==> src/rtl/sensor_conditioner_if.sv <==
// Field-sensor bundle between the raw probe side and the conditioned outputs
// consumed by the irrigation controller.
interface sensor_conditioner_if;
  logic h_raw;
  logic m_raw;
  logic l_raw;
  logic us_raw;
  logic ua_raw;
  logic t_raw;
  logic fault_clr;
  logic h;
  logic m;
  logic l;
  logic us;
  logic ua;
  logic t;
  logic valid;
  logic sensor_fault;
  logic level_change;

  modport master (
    output h_raw, m_raw, l_raw, us_raw, ua_raw, t_raw, fault_clr,
    input  h, m, l, us, ua, t, valid, sensor_fault, level_change
  );

  modport slave (
    input  h_raw, m_raw, l_raw, us_raw, ua_raw, t_raw, fault_clr,
    output h, m, l, us, ua, t, valid, sensor_fault, level_change
  );
endinterface

==> src/rtl/sensor_conditioner.sv <==
// Synchronise, debounce and sanity-check the six irrigation field sensors.
// Optional macro SENSOR_FORCE_SAFE_EN: report an empty tank while sensor_fault is set.
module sensor_conditioner #(
  parameter int unsigned DEB_COUNT    = 16,
  parameter int unsigned FAULT_CYCLES = 32
) (
  input logic clk,
  input logic rst_n,
  sensor_conditioner_if.slave bus
);
  localparam int unsigned NumCh  = 6;
  localparam int unsigned DebW   = $clog2(DEB_COUNT + 1);
  localparam int unsigned StartW = $clog2(DEB_COUNT + 2);
  localparam int unsigned FaultW = $clog2(FAULT_CYCLES + 1);
  localparam logic [DebW-1:0]   DebLast   = DebW'(DEB_COUNT - 1);
  localparam logic [StartW-1:0] StartLast = StartW'(DEB_COUNT + 1);
  localparam logic [FaultW-1:0] FaultLast = FaultW'(FAULT_CYCLES - 1);
  localparam logic [FaultW-1:0] FaultMax  = FaultW'(FAULT_CYCLES);

  // Channel order: [5]=h [4]=m [3]=l [2]=us [1]=ua [0]=t
  logic [NumCh-1:0]  rawVec;
  logic [NumCh-1:0]  sync1;
  logic [NumCh-1:0]  sync2;
  logic [NumCh-1:0]  deb;
  logic [NumCh-1:0]  debNext;
  logic [DebW-1:0]   debCnt     [NumCh];
  logic [DebW-1:0]   debCntNext [NumCh];
  logic [StartW-1:0] startCnt;
  logic              valid;
  logic [FaultW-1:0] faultCnt;
  logic [FaultW-1:0] faultCntNext;
  logic              sensorFault;
  logic              sensorFaultNext;
  logic              illegal;
  logic              faultSet;
  logic [2:0]        levelQ;
  logic [2:0]        levelPrev;
  logic [2:0]        levelNext;
  logic              levelChange;

  assign rawVec = {bus.h_raw, bus.m_raw, bus.l_raw, bus.us_raw, bus.ua_raw, bus.t_raw};

  // Debounce: the counter only advances while the synced value disagrees.
  always_comb begin
    debNext = deb;
    for (int i = 0; i < NumCh; i++) begin
      debCntNext[i] = '0;
      if (sync2[i] != deb[i]) begin
        if (debCnt[i] == DebLast) begin
          debNext[i] = sync2[i];
        end else begin
          debCntNext[i] = debCnt[i] + DebW'(1);
        end
      end
    end
  end

  // Fault tracking; a set on the same edge as fault_clr takes priority.
  always_comb begin
    illegal         = (deb[5] & ~deb[4]) | (deb[4] & ~deb[3]);
    faultSet        = illegal && (faultCnt == FaultLast);
    faultCntNext    = faultCnt;
    sensorFaultNext = sensorFault;
    if (!illegal) begin
      faultCntNext = '0;
    end else if (faultCnt != FaultMax) begin
      faultCntNext = faultCnt + FaultW'(1);
    end
    if (bus.fault_clr && !faultSet) begin
      faultCntNext = '0;
    end
    if (faultSet) begin
      sensorFaultNext = 1'b1;
    end else if (bus.fault_clr) begin
      sensorFaultNext = 1'b0;
    end
  end

  always_comb begin
    levelNext = debNext[5:3];
`ifdef SENSOR_FORCE_SAFE_EN
    if (sensorFault) begin
      levelNext = 3'b000;
    end
`else
    levelNext = debNext[5:3];
`endif
  end

  always_ff @(posedge clk) begin
    if (!rst_n) begin
      sync1       <= '0;
      sync2       <= '0;
      deb         <= '0;
      for (int i = 0; i < NumCh; i++) begin
        debCnt[i] <= '0;
      end
      startCnt    <= '0;
      valid       <= 1'b0;
      faultCnt    <= '0;
      sensorFault <= 1'b0;
      levelQ      <= '0;
      levelPrev   <= '0;
      levelChange <= 1'b0;
    end else begin
      sync1       <= rawVec;
      sync2       <= sync1;
      deb         <= debNext;
      for (int i = 0; i < NumCh; i++) begin
        debCnt[i] <= debCntNext[i];
      end
      if (!valid) begin
        if (startCnt == StartLast) begin
          valid <= 1'b1;
        end else begin
          startCnt <= startCnt + StartW'(1);
        end
      end
      faultCnt    <= faultCntNext;
      sensorFault <= sensorFaultNext;
      levelQ      <= levelNext;
      levelPrev   <= levelQ;
      levelChange <= valid && (levelQ != levelPrev);
    end
  end

  assign bus.h            = levelQ[2];
  assign bus.m            = levelQ[1];
  assign bus.l            = levelQ[0];
  assign bus.us           = deb[2];
  assign bus.ua           = deb[1];
  assign bus.t            = deb[0];
  assign bus.valid        = valid;
  assign bus.sensor_fault = sensorFault;
  assign bus.level_change = levelChange;
endmodule

==> src/flat_wrapper.sv <==
// flat-port wrapper written by rule: the top's interface ports become plain ports
module sensor_conditioner_flat 
#(
  parameter int unsigned DEB_COUNT    = 16,
  parameter int unsigned FAULT_CYCLES = 32
)
  (clk, rst_n, bus_h_raw, bus_m_raw, bus_l_raw, bus_us_raw, bus_ua_raw, bus_t_raw, bus_fault_clr, bus_h, bus_m, bus_l, bus_us, bus_ua, bus_t, bus_valid, bus_sensor_fault, bus_level_change);
  sensor_conditioner_if bus_i ();
  input logic clk;
  input logic rst_n;
  input wire logic [$bits(bus_i.h_raw)-1:0] bus_h_raw;
  input wire logic [$bits(bus_i.m_raw)-1:0] bus_m_raw;
  input wire logic [$bits(bus_i.l_raw)-1:0] bus_l_raw;
  input wire logic [$bits(bus_i.us_raw)-1:0] bus_us_raw;
  input wire logic [$bits(bus_i.ua_raw)-1:0] bus_ua_raw;
  input wire logic [$bits(bus_i.t_raw)-1:0] bus_t_raw;
  input wire logic [$bits(bus_i.fault_clr)-1:0] bus_fault_clr;
  output wire logic [$bits(bus_i.h)-1:0] bus_h;
  output wire logic [$bits(bus_i.m)-1:0] bus_m;
  output wire logic [$bits(bus_i.l)-1:0] bus_l;
  output wire logic [$bits(bus_i.us)-1:0] bus_us;
  output wire logic [$bits(bus_i.ua)-1:0] bus_ua;
  output wire logic [$bits(bus_i.t)-1:0] bus_t;
  output wire logic [$bits(bus_i.valid)-1:0] bus_valid;
  output wire logic [$bits(bus_i.sensor_fault)-1:0] bus_sensor_fault;
  output wire logic [$bits(bus_i.level_change)-1:0] bus_level_change;
  assign bus_i.h_raw = bus_h_raw;
  assign bus_i.m_raw = bus_m_raw;
  assign bus_i.l_raw = bus_l_raw;
  assign bus_i.us_raw = bus_us_raw;
  assign bus_i.ua_raw = bus_ua_raw;
  assign bus_i.t_raw = bus_t_raw;
  assign bus_i.fault_clr = bus_fault_clr;
  assign bus_h = bus_i.h;
  assign bus_m = bus_i.m;
  assign bus_l = bus_i.l;
  assign bus_us = bus_i.us;
  assign bus_ua = bus_i.ua;
  assign bus_t = bus_i.t;
  assign bus_valid = bus_i.valid;
  assign bus_sensor_fault = bus_i.sensor_fault;
  assign bus_level_change = bus_i.level_change;
  sensor_conditioner #(.DEB_COUNT(DEB_COUNT), .FAULT_CYCLES(FAULT_CYCLES)) u_core (.clk(clk), .rst_n(rst_n), .bus(bus_i));
endmodule
==> config.mk <==
export PLATFORM = sky130hd
export DESIGN_NAME = sensor_conditioner_flat
export DESIGN_NICKNAME = d
export VERILOG_FILES = /design/src/rtl/sensor_conditioner_if.sv /design/src/rtl/sensor_conditioner.sv /design/src/flat_wrapper.sv
export SDC_FILE = /design/constraint.sdc
export NUM_CORES = 1
export LEC_CHECK = 0
export ABC_AREA = 1
export BUFFER_PORTS_ARGS = -buffer_cell sky130_fd_sc_hd__clkbuf_2
export CORE_ASPECT_RATIO = 1.1
export CORE_UTILIZATION = 34
export DETAILED_ROUTE_END_ITERATION = 16
export GPL_ROUTABILITY_DRIVEN = 0
export HOLD_SLACK_MARGIN = 0.06
export MAX_ROUTING_LAYER = met4
export PLACE_DENSITY = 0.57
export SYNTH_ARGS = -nofsm -noshare
export SYNTH_HDL_FRONTEND = slang
export SYNTH_SLANG_ARGS = --single-unit
export TNS_END_PERCENT = 50
==> constraint.sdc <==
create_clock -name clk -period 1.3 [get_ports clk]
set_clock_uncertainty 0.2 [all_clocks]
set_input_delay 0.065 -clock clk [delete_from_list [all_inputs] [get_ports clk]]
set_output_delay 0.065 -clock clk [all_outputs]
set_load 0.02 [all_outputs]
==> qor.yml <==
min_path_type: "in2reg"
syn_to_final_growth_pct: 50.2
grt_first_pass_wirelength_mm: 8.21
fp-row-count: 33
grt_start_max_net_pins: 12
r2r-start: "u_core.debCnt[0][1]"
r2r_setup_slack_ns: -0.06
synth_area_per_cell_um2: 8.18
finalCriticalPeriod_ns: 1.36
violations: "negative setup slack"
switching_share_pct: 21.4
holdCritStartpoint: "rst_n"
r2r_end: "u_core.debCnt[0][3]"
tightest_slew_ns: 0.485
antenna_found_initial: 0
core_mm2: 0.00751
pwr-share-seq_pct: 52.3
insertedDiodeCount: 0
setup_slack_ns: -0.0605
hold_violations: 0
dp_slack_ns: -0.165
slew_headroom_pct: 67.7
grt.overflow.total: 0
hpwl_mm: 3.13
die_area_mm2: 0.00815
p_switching_mw: 0.834
min_period_over_period_pct: 105
cts_tree: "done"
grt_pass1_vias: 1997
p_int_mw: 3.07
seq_area_frac_synth_pct: 49.1
rsz0062_at_grt: "yes"
worst-path-max-fanout: 5
status: "finished, violations left"
grtUsageTotal_pct: 13.5
place_area_mm2: 0.00314
io_buffers: 17
start_util_pct: 35.2
htree_levels: 3
wl_per_cell_um: 10.2
nets: 431
clock-sinks: 65
vias: 2195
leakage_nw: 1.78
path_class: "reg2reg"
synth_fp_nets: 349
cts_max_path_buffers: 2
synth_top_cell_by_area: "dfxtp_1"
drive_gt1_share_pct: 43.1
combPwrFrac_pct: 5.4
reg2regPathDepth: 7
clk_latency_ns: 0.33
cts_made_buffers: 9
setup-tns-final_ns: -0.764
peakVddDrop_mv: 0.422
crit_required_ns: 1.37
io_pins: 18
finalSetupViolCount: 34
yosys_register_bits: 65
finalMaxSlewViolations: 0
design_area_mm2: 0.00398
ant_nets: 0
cp.arrival_ns: 1.43
drcViolationCount: 0
end_kind: "flop"
cp-start-kind: "flop"
cts_root_buffer: "clkbuf_8"
synthesis.instances: 324
netlist_area_mm2: 0.00265
synth.area.top_cells: "dfxtp_1 (49%), inv_1 (8.5%), nor2_1 (8.2%)"
viasPerCell: 4.25
hold_slack_ns: 0.0846
drt-initial-drc-count: 60
power.density_mw_per_mm2: 981
clk_pin_slew_ns: 0.07
hold_path_depth: 5
fp.dieW_um: 86.2
maxCapViolations: 0
yosysWarnings: 0
die_h_um: 94.6
synth_cell_types: 23
firstDrtPassIters: 4
p_clk_share_pct: 42.2
hold_end: "u_core.sync1[5]"
netlist.area_leader.share_pct: 49.1
wl_mm: 5.24
fmax_mhz: 735
power_mw: 3.90
-- what timing repair did --
action / 4_1_cts / 5_1_grt
hold buffers: 19 / 0
endpoints found under the hold margin: 43 / 0
buffers inserted: 6 / 4
setup endpoints to repair: 48 / 56
pin swaps: 18 / 23
gates resized for setup: 38 / 59
-- through the flow --
step / utilization [%] / std cells
6_report: 52.9 / 516
5_1_grt: 52.9 / 516
4_1_cts: 49.7 / 512
3_5_place_dp: 41.8 / 471
3_3_place_gp: 41.8 / 471
2_1_floorplan: - / 324
-- synthesized netlist by cell type --
master,count
ha_1,16
buf_2,2
a21oi_1,5
buf_4,2
nand2_1,47
nor2_1,58
nand2_2,1
nor3_1,3
inv_1,60
o21ai_2,1
a21oi_2,6
nor2_2,2
a21boi_4,1
nand2_4,1
xnor2_1,1
o21ai_0,11
nand4_1,10
xor2_1,9
dfxtp_1,65
or2_2,2
nor3_2,3
nand3_2,3
nand3_1,15
-- power groups by stage --
stage                     clock network [mW]  registers, mW  logic [mW]
after detailed placement                   0           2.08       0.124
after floorplan                            0           2.09      0.0752
after global routing                    1.79           2.04       0.234
after global placement                     0           2.08       0.123
final                                   1.65           2.04       0.212
after CTS                               1.71           2.04       0.180
-- layout by cell type (no fill, tap or decap) --
cell | synthesis | routed
a21boi_4 | 1 | 1
a21oi_1 | 5 | 1
a21oi_2 | 6 | 10
buf_2 | 2 | 1
buf_4 | 2 | 36
buf_6 | 0 | 3
bufinv_16 | 0 | 1
clkbuf_1 | 0 | 3
clkbuf_2 | 0 | 16
clkbuf_8 | 0 | 10
clkinv_2 | 0 | 2
dfxtp_1 | 65 | 47
dfxtp_2 | 0 | 16
dfxtp_4 | 0 | 2
dlygate4sd3_1 | 0 | 14
dlymetal6s4s_1 | 0 | 5
ha_2 | 0 | 4
ha_4 | 0 | 12
inv_1 | 60 | 50
inv_2 | 0 | 7
inv_4 | 0 | 3
nand2_1 | 47 | 38
nand2_2 | 1 | 5
nand2_4 | 1 | 6
nand3_1 | 15 | 6
nand3_2 | 3 | 5
nand3_4 | 0 | 7
nand4_1 | 10 | 10
nor2_1 | 58 | 41
nor2_2 | 2 | 16
nor2_4 | 0 | 3
nor3_2 | 3 | 6
o21ai_0 | 11 | 8
o21ai_1 | 0 | 1
o21ai_2 | 1 | 2
o21ai_4 | 0 | 1
or2_2 | 2 | 2
xnor2_1 | 1 | 1
xor2_1 | 9 | 9
-- critical path, cell delays in order, from the launching register on --
cell and delay [ns]:
dfxtp_2 0.34, ha_4 0.17, nand2_4 0.08, nor2_4 0.04
ha_4 0.16, inv_4 0.05, nand3_4 0.11, a21oi_2 0.14
-- worst max path at each step --
stage | from | end | slack (ns) | cells past startpoint
detailed placement | u_core.debCnt[0][6] | u_core.debCnt[0][7] | -0.17 | 7
global route | u_core.debCnt[0][1] | u_core.debCnt[0][3] | -0.12 | 7
CTS | u_core.debCnt[0][5] | u_core.debCnt[0][6] | -0.07 | 7
floorplan | u_core.debCnt[0][1] | u_core.debCnt[0][2] | -0.05 | 7
global placement | u_core.debCnt[0][6] | u_core.debCnt[0][7] | -0.09 | 7
finish | u_core.debCnt[0][1] | u_core.debCnt[0][3] | -0.06 | 7
-- state kept, by name, summed over array words and instances (netlist names) --
name and flops:
u_core.levelPrev 3, u_core.bus.level_change 1, u_core.debCnt 30, u_core.levelQ 3, u_core.bus.valid 1, u_core.deb 3
u_core.faultCnt 6, u_core.startCnt 5, u_core.bus.sensor_fault 1, u_core.sync2 6, u_core.sync1 6
-- cells by family after synthesis --
family                     after synthesis  share of synthesized area [%]
adders and majority gates               16                           7.56
AOI/OAI and AO/OA                       24                           6.05
DFF                                     65                           49.1
xor gates and xnor gates                10                           3.31
buffers and inverters                   64                           9.45
and+or+nand+nor                        145                           24.5
-- routing by layer --
metal | wire length (µm) | global-route usage, % | vias up
li1 | - | - | 1169
met2 | 2680 | 22.5 | 19
met1 | 2300 | 14.3 | 998
met4 | 111 | 6.94 | 0
met3 | 148 | 4.63 | 9
met5 | 0 | - | -
-- area by class of cell --
cell class	count	area (µm²)
clock buffer	13	149
timing repair buffer	75	592
tap	105	131
sequential	65	1330
fill	719	3540
inverter	60	233
multi-input combinational	195	1510
clock inverter	3	40.0
Note: power is estimated with default switching activity, not from simulation.
